File: src/rtl/host_pkg.sv
// Shared types and default widths for the host-side core sequencer.
package host_pkg;

  localparam int AW_DEF = 8;
  localparam int TW_DEF = 16;

  typedef enum logic [2:0] {
    ST_IDLE     = 3'd0,
    ST_LOAD     = 3'd1,
    ST_CORE_RST = 3'd2,
    ST_RUN      = 3'd3,
    ST_DRAIN    = 3'd4,
    ST_DONE     = 3'd5
  } host_state_e;

endpackage

File: src/rtl/host_cycle_ctr.sv
// Cycle counter with clear/enable; expire flags the last cycle of a limit-long window.
module host_cycle_ctr #(
  parameter int TW = 16
) (
  input  logic          clk,
  input  logic          reset,
  input  logic          clr,
  input  logic          en,
  input  logic [TW-1:0] limit,
  output logic          expire
);

  logic [TW-1:0] count_q;
  logic [TW-1:0] count_d;

  always_comb begin
    count_d = count_q;
    if (clr) begin
      count_d = '0;
    end else if (en) begin
      count_d = count_q + TW'(1);
    end
  end

  always_ff @(posedge clk) begin
    if (reset) begin
      count_q <= '0;
    end else begin
      count_q <= count_d;
    end
  end

  // A zero limit never expires.
  assign expire = (limit != '0) && (count_q == (limit - TW'(1)));

endmodule

File: src/rtl/core_host_seq.sv
// Host sequencer: loads operands into data memory, runs the core via req/done,
// then drains result bytes over a valid/ready port.
module core_host_seq
  import host_pkg::*;
#(
  parameter int AW      = AW_DEF,
  parameter int TW      = TW_DEF,
  parameter int RST_CYC = 2
) (
  input  logic          clk,
  input  logic          reset,
  input  logic          start,
  input  logic [AW-1:0] ld_count,
  input  logic [AW-1:0] rd_base,
  input  logic [AW-1:0] rd_count,
  input  logic [TW-1:0] timeout,
  input  logic          ld_valid,
  input  logic [7:0]    ld_data,
  output logic          ld_ready,
  output logic          core_reset,
  output logic          core_req,
  input  logic          core_done,
  output logic          mem_own,
  output logic          mem_wr_en,
  output logic [AW-1:0] mem_addr,
  output logic [7:0]    mem_wr_dat,
  input  logic [7:0]    mem_rd_dat,
  output logic          res_valid,
  output logic [7:0]    res_data,
  input  logic          res_ready,
  output logic          busy,
  output logic          finished,
  output logic          err_timeout,
  output host_state_e   dbg_state
);

  // Handshakes: a byte moves on a cycle where valid && ready at the rising edge;
  // valid and data hold until accepted, ready may toggle freely.

  host_state_e   state_q, state_d;
  logic [AW-1:0] addr_q, addr_d;
  logic [AW-1:0] ld_count_q, ld_count_d;
  logic [AW-1:0] rd_base_q, rd_base_d;
  logic [AW-1:0] rd_count_q, rd_count_d;
  logic [TW-1:0] timeout_q, timeout_d;
  logic          err_q, err_d;

  logic          ctr_clr;
  logic          ctr_en;
  logic [TW-1:0] ctr_limit;
  logic          ctr_expire;

  // One counter serves both CORE_RST and RUN; any state change restarts it.
  assign ctr_clr   = (state_d != state_q);
  assign ctr_en    = (state_q == ST_CORE_RST) || (state_q == ST_RUN);
  assign ctr_limit = (state_q == ST_CORE_RST) ? TW'(RST_CYC) : timeout_q;

  host_cycle_ctr #(.TW(TW)) u_cycle_ctr (
    .clk    (clk),
    .reset  (reset),
    .clr    (ctr_clr),
    .en     (ctr_en),
    .limit  (ctr_limit),
    .expire (ctr_expire)
  );

  always_ff @(posedge clk) begin
    if (reset) begin
      state_q    <= ST_IDLE;
      addr_q     <= '0;
      ld_count_q <= '0;
      rd_base_q  <= '0;
      rd_count_q <= '0;
      timeout_q  <= '0;
      err_q      <= 1'b0;
    end else begin
      state_q    <= state_d;
      addr_q     <= addr_d;
      ld_count_q <= ld_count_d;
      rd_base_q  <= rd_base_d;
      rd_count_q <= rd_count_d;
      timeout_q  <= timeout_d;
      err_q      <= err_d;
    end
  end

  always_comb begin
    state_d    = state_q;
    addr_d     = addr_q;
    ld_count_d = ld_count_q;
    rd_base_d  = rd_base_q;
    rd_count_d = rd_count_q;
    timeout_d  = timeout_q;
    err_d      = err_q;
    case (state_q)
      ST_IDLE: begin
        if (start) begin
          ld_count_d = ld_count;
          rd_base_d  = rd_base;
          rd_count_d = rd_count;
          timeout_d  = timeout;
          err_d      = 1'b0;
          addr_d     = '0;
          state_d    = (ld_count == '0) ? ST_CORE_RST : ST_LOAD;
        end
      end
      ST_LOAD: begin
        if (ld_valid) begin
          addr_d = addr_q + AW'(1);
          if (addr_q == (ld_count_q - AW'(1))) begin
            state_d = ST_CORE_RST;
          end
        end
      end
      ST_CORE_RST: begin
        if (ctr_expire) begin
          state_d = ST_RUN;
        end
      end
      ST_RUN: begin
        // done takes priority over a timeout landing in the same cycle
        if (core_done) begin
          addr_d  = rd_base_q;
          state_d = (rd_count_q == '0) ? ST_DONE : ST_DRAIN;
        end else if (ctr_expire) begin
          err_d   = 1'b1;
          state_d = ST_DONE;
        end
      end
      ST_DRAIN: begin
        if (res_ready) begin
          addr_d = addr_q + AW'(1);
          if ((addr_q - rd_base_q) == (rd_count_q - AW'(1))) begin
            state_d = ST_DONE;
          end
        end
      end
      ST_DONE: begin
        state_d = ST_IDLE;
      end
      default: begin
        state_d = ST_IDLE;
      end
    endcase
  end

  always_comb begin
    ld_ready    = (state_q == ST_LOAD);
    mem_wr_en   = (state_q == ST_LOAD) && ld_valid;
    mem_wr_dat  = mem_wr_en ? ld_data : 8'h00;
    mem_own     = (state_q == ST_LOAD) || (state_q == ST_DRAIN);
    mem_addr    = mem_own ? addr_q : '0;
    res_valid   = (state_q == ST_DRAIN);
    res_data    = res_valid ? mem_rd_dat : 8'h00;
    core_reset  = (state_q != ST_RUN);
    core_req    = (state_q == ST_RUN);
    busy        = (state_q != ST_IDLE);
    finished    = (state_q == ST_DONE);
    err_timeout = err_q;
    dbg_state   = state_q;
  end

endmodule
File: config.mk
export PLATFORM = sky130hd
export DESIGN_NAME = core_host_seq
export DESIGN_NICKNAME = d
export VERILOG_FILES = /design/src/rtl/host_pkg.sv /design/src/rtl/host_cycle_ctr.sv /design/src/rtl/core_host_seq.sv
export SDC_FILE = /design/constraint.sdc
export NUM_CORES = 1
export LEC_CHECK = 0
export CELL_PAD_IN_SITES_DETAIL_PLACEMENT = 1
export CELL_PAD_IN_SITES_GLOBAL_PLACEMENT = 2
export CORE_ASPECT_RATIO = 1.2
export CORE_UTILIZATION = 29
export DETAILED_ROUTE_END_ITERATION = 6
export GPL_TIMING_DRIVEN = 0
export PLACE_DENSITY = 0.91
export SLEW_MARGIN = 0
export SYNTH_ARGS = -nofsm -noshare
export SYNTH_HDL_FRONTEND = slang
export SYNTH_SLANG_ARGS = --single-unit
File: constraint.sdc
create_clock -name clk -period 5.1 [get_ports clk]
set_input_delay 1.02 -clock clk [delete_from_list [all_inputs] [get_ports clk]]
set_output_delay 1.02 -clock clk [all_outputs]
set_load 0.05 [all_outputs]
* Yosys cells after proc, flatten, opt, wreduce, memory -nomap -nowiden
Index checks and enable logic that the tools add are counted.
** Word-level totals
- Flip-flop bits (word level) :: 68
- Output and inout port bits :: 36
- Word-level logic and storage cells :: 69
** Cells by class
- Add/subtract/negate cells :: 6
- Equal/unequal tests :: 16
- Mux-type cells :: 24
- Reductions and logical operators :: 15
** Operators with widths (count)
- $mux W8 :: 7
- $pmux W8 S4 :: 1
- $mux W3 :: 8
- $add A16 B1 Y16 const B :: 1
- $eq A16 B16 Y1 :: 1
- $eq A8 B8 Y1 :: 2
- $logic_not A8 Y1 :: 2
- $mux W16 :: 1
- $reduce_bool A16 Y1 :: 1
- $sub A16 B1 Y16 const B :: 1
- $sub A8 B1 Y8 const B :: 2
- $pmux W3 S5 :: 1
- $add A8 B1 Y8 const B :: 1
- $sub A8 B8 Y8 :: 1
- $eq A3 B2 Y1 const B :: 2
- $eq A3 B3 Y1 const B :: 2
- $ne A2 B1 Y1 const B :: 3
- $ne A2 B2 Y1 const B :: 3
- $reduce_and A5 Y1 :: 1
- $mux W1 :: 4
- $reduce_and A4 Y1 :: 1
- $reduce_bool A4 Y1 :: 1
- $eq A3 B1 Y1 const B :: 1
- $logic_not A3 Y1 :: 1
- other kinds (10) :: 12

* Logic depth before layout (Yosys ltp)
- Word-level depth :: 10
- Mapped depth :: 16
- Depth with buffers taken out :: 11

* By module
From an unflattened synthesis, not the netlist that was laid out.
** Second synthesis, totals
- Cell total of the unflattened synthesis :: 595
- Area total of the unflattened synthesis :: 4493.1 µm²
** Modules (own cells, without submodules)
- core_host_seq :: times used 1, cells an instance 429, area each 3218.1 µm², sequential area each 1041.0 µm²
- host_cycle_ctr :: times used 1, cells an instance 166, area each 1275.0 µm², sequential area each 320.3 µm²

* Least setup slack after synthesis
Ideal clock, no wire load.
- Path type :: register to output
- Start point :: register state_q[0] (netlist: dbg_state[0])
- End point :: output port mem_addr[0]
- Arrival time :: 3.042 ns
- Required time :: 4.080 ns
- Path slack :: 1.038 ns
- Cell stages (with the launch flop) :: 8
- Cells stage by stage :: dfxtp_1 clkbuf_1 inv_1 nor3_1 clkbuf_1 nor2_1 clkbuf_1 nor2_1
** Between the ends
- Longest elaborated chain between the ends :: 3
** RTL lines
- start, declared :: RTL line core_host_seq.sv:40 : host_state_e state_q, state_d;
- start signal, assigned :: RTL line core_host_seq.sv:77 : state_q <= state_d;
- $eq A3 B1 Y1
- named net ld_ready :: RTL line core_host_seq.sv:19 : output logic ld_ready,
- $logic_or A1 B1 Y1 :: RTL line core_host_seq.sv:151 : mem_own = (state_q == ST_LOAD) || (state_q == ST_DRAIN);
- $mux W8 :: RTL line core_host_seq.sv:152 : mem_addr = mem_own ? addr_q : '0;
- end, declared :: RTL line core_host_seq.sv:25 : output logic [AW-1:0] mem_addr,
The timed path passes the listed nets, and every way through them passes these cells.

* Worst setup path in the final report
- Start point :: register state_q[1] (netlist: dbg_state[1])
- End point :: register u_cycle_ctr.count_q[9]
** Between the ends
- Longest elaborated chain between the ends :: 10
** RTL lines
- $eq A3 B2 Y1 :: RTL line core_host_seq.sv:55, core_host_seq.sv:56, core_host_seq.sv:95
- $mux W16 :: RTL line core_host_seq.sv:56 : assign ctr_limit = (state_q == ST_CORE_RST) ? TW'(RST_CYC) : timeout_q;
- $sub A16 B1 Y16 :: RTL line host_cycle_ctr.sv:34 : assign expire = (limit != '0) && (count_q == (limit - TW'(1)));
- $eq A16 B16 Y1 :: RTL line host_cycle_ctr.sv:34
- $logic_and A1 B1 Y1 :: RTL line host_cycle_ctr.sv:34
- $mux W3 :: RTL line core_host_seq.sv:125 : end else if (ctr_expire) begin
- $mux W3 :: RTL line core_host_seq.sv:122 : if (core_done) begin
- $pmux W3 S5 :: RTL line core_host_seq.sv:95 : case (state_q)
- $ne A3 B3 Y1 :: RTL line core_host_seq.sv:54 : assign ctr_clr = (state_d != state_q);
- $reduce_or A2 Y1 (no line)
- end signal, assigned :: RTL line host_cycle_ctr.sv:29 : count_q <= count_d;
- end, declared :: RTL line host_cycle_ctr.sv:13 : logic [TW-1:0] count_q;
Parallel ways exist; a longest one is shown, timed or not.
A chain may end at the register's enable or synchronous reset.

==> flow_summary.ini <==
[placement]
gp_congestion = 0.9006
place_inst = 962
place_ws_ns = 0.7126
place_area_sq_um = 6100
post-dp-hpwl_um = 13610
place.port_buffers = 96

[cts]
cts_resized = 0
htree_levels = 3
cts.clk_slew.worst_paths_ns = 0.06
cts_buffers = 9
cts_sinks = 68
post_cts_buffers = 0
hold_buffers = 0
cts_tree = built
clock_tree.root_cell = clkbuf_16
cts_buffer_depth = 2
clock_latency_ns = 0.34

[route]
viasPerCell = 5.285
route.detailed.drc = 0
drtIter0Drc = 184
wl_per_cell_um = 17.65
vias = 5163
drt_wl_total_um = 17250
ant_nets = 0
first_pass_iters = 4

[layout]
syn2layout_area_growth_pct = 31.40
drive_above_1_share_pct = 6.275
stdcell_count = 977
finish.net_count = 838
fill_cells = 2073
post-route-util_pct = 39.20
finalInstanceArea_sq_um = 6404
num_antenna_cells = 0

[timing]
finalSetupViolCount = 0
rsz0062_at_grt = no
fin_crit_ns = 4.518
finalHoldViolCount = 0
setup_slack_ns = 0.5820
finalSetupTns_ns = 0
worst_pin_slew_ns = 0.8365
finalCritPeriodShare_pct = 88.59
relSlewSlack_pct = 43.80
maxSlewViolCount = 0
skew_ns = 0.006320
clock.fmax_mhz = 221.3

[critical_path]
cp_max_fo = 10
path_class = flop to flop
crit_arrival_ns = 4.75
required_ns = 5.33
crit_top_cell = clkbuf_1
end_kind = flop
critPathSlowestCell = or3b_2
crit_family = simple AND/OR/NAND/NOR gates
worstPathCellList = or3b_2 > clkbuf_1 > nand2_1 > ha_1 > clkbuf_1 > buf_1 > o221ai_1 > nor4_1 > o2111ai_1 > nor4b_2 > o2111ai_2 > a22oi_4 > buf_8 > nor3_2
worst-path-buf-inv = 4
start_kind = flop
crit_path_max_incr_delay_ns = 0.52

[floorplan]
core_sq_um = 16340
die_w_um = 120.3
rows = 51
start_util_pct = 29.83
die_area_sq_um = 17330
die_h_um = 144.0
io_pins = 98

[global_route]
grt_overflow_total = 0
grt_max_degree = 11
track_usage_pct = 20.63
grt_pass1_wl_um = 27950
antenna_found_initial = 0
grt_pass1_vias = 5551

[power]
clockPowerShare_pct = 38.0
ir_drop_v = 0.0001277
p_seq_share_pct = 34.9
combPwrFrac_pct = 27.0
swShare_pct = 30.69
leakage_nw = 2.432
power_density_nw_per_um2 = 264.0
p_int_w = 0.001172
p_sw_w = 0.0005188

[logic_synthesis]
avgSynthCellArea_sq_um = 7.452
async_reset_ff_share_pct = 0
netlist.area_leader.share_pct = 27.93
yosys_warnings = 0
synth_area_sq_um = 4873
synthTopCellsByArea = dfxtp_1 (28%), nand2_1 (8.8%), a21oi_1 (6.0%)
synth_most_common_cell = nand2_1
ys_types = 74
synth_commonest_cells = nand2_1 (114), dfxtp_1 (68), a21oi_1 (58)
synth-seq-cells = 68
synthCells = 654
synth_edf_count = 0
synthesis.nets = 731
synth_area_leader_cell = dfxtp_1
seq_area_frac_synth_pct = 27.93
yosys_most_used_dff = dfxtp_1

[hold_path]
hold_class = flop to flop

[job]
cap_violations = 0

[outcome]
status = finished clean
registers in the layout, summed over array words and instances (netlist names):
name	cells
u_cycle_ctr.count_q	16
dbg_state	3
rd_count_q	8
addr_q	8
timeout_q	16
err_timeout	1
rd_base_q	8
ld_count_q	8
worst min-delay path: cells and delay by family, from the launching register on:
family | cells | cell delay (ns)
buffers and inverters | 1 | 0.05
DFF | 1 | 0.31
AOI/OAI and AO/OA | 1 | 0.05
per-layer routing:
| metal | track usage (%) | wire, um |
|---|---|---|
| met5 | 0 | 0 |
| met4 | 8.447 | 418 |
| met3 | 3.588 | 614 |
| met2 | 38.69 | 9206 |
| met1 | 22.85 | 7006 |
cells by family after synthesis:
family	share of synthesized area, %
buf+inv	5.956
xor+xnor	9.345
flops	27.93
mux	0.8729
compound gates	18.74
fa+ha+maj	4.005
simple gates	33.15
stage by stage:
step / hold slack [ns] / power (W)
floorplan: 0.4363 / 0.0009004
global placement: 0.4509 / 0.001039
detailed placement: 0.4645 / 0.001057
CTS: 0.4727 / 0.001709
global route: 0.4838 / 0.001781
finish: 0.4716 / 0.001691
worst paths after layout:
path | start | slack (ns) | endpoint | cells after the start
min reg2reg | err_timeout$_SDFFE_PP0P_ | 0.47 | err_timeout$_SDFFE_PP0P_ | 2
max | dbg_state[1]$_SDFF_PP0_ | 0.58 | u_cycle_ctr.count_q[9]$_SDFFE_PP0P_ | 14
max reg2reg | dbg_state[1]$_SDFF_PP0_ | 0.58 | u_cycle_ctr.count_q[9]$_SDFFE_PP0P_ | 14
min | err_timeout$_SDFFE_PP0P_ | 0.47 | err_timeout$_SDFFE_PP0P_ | 2
power groups by stage:
| stage | combinational, W | clock, W | sequential, W |
|---|---|---|---|
| finish | 0.000457 | 0.000643 | 0.000591 |
| global route | 0.000500 | 0.000686 | 0.000595 |
| CTS | 0.000459 | 0.000660 | 0.000591 |
| detailed placement | 0.000455 | 0 | 0.000602 |
| global placement | 0.000439 | 0 | 0.000600 |
| floorplan | 0.000309 | 0 | 0.000591 |
placed cells by master, fill, tap and decap left out, types with 7 or more instances in the layout:
cell type,count
nand2_1,114
clkdlybuf4s50_1,96
dfxtp_1,68
a21oi_1,58
nor2_1,47
clkbuf_1,33
xnor2_1,29
inv_1,27
nor3_1,24
xor2_1,23
o21ai_0,21
and3_1,18
ha_1,14
and2_1,13
nand3_1,13
nor4_1,11
nor3_2,11
clkbuf_16,9
nand4_1,8
nor2b_1,7
nand2b_1,7
area by class of cell:
type	count	area, sq um	area share, %
clock buffers	14	274.0	4.279
well taps	212	265.3	4.142
flip-flops and latches	68	1361	21.26
plain buffers	40	181.4	2.833
clock inverters	1	30.03	0.4689
multi-input cells	517	3222	50.31
inverters	29	108.9	1.700
repair buffers	96	960.9	15.01
No activity file was read; power rests on OpenSTA's default activity.
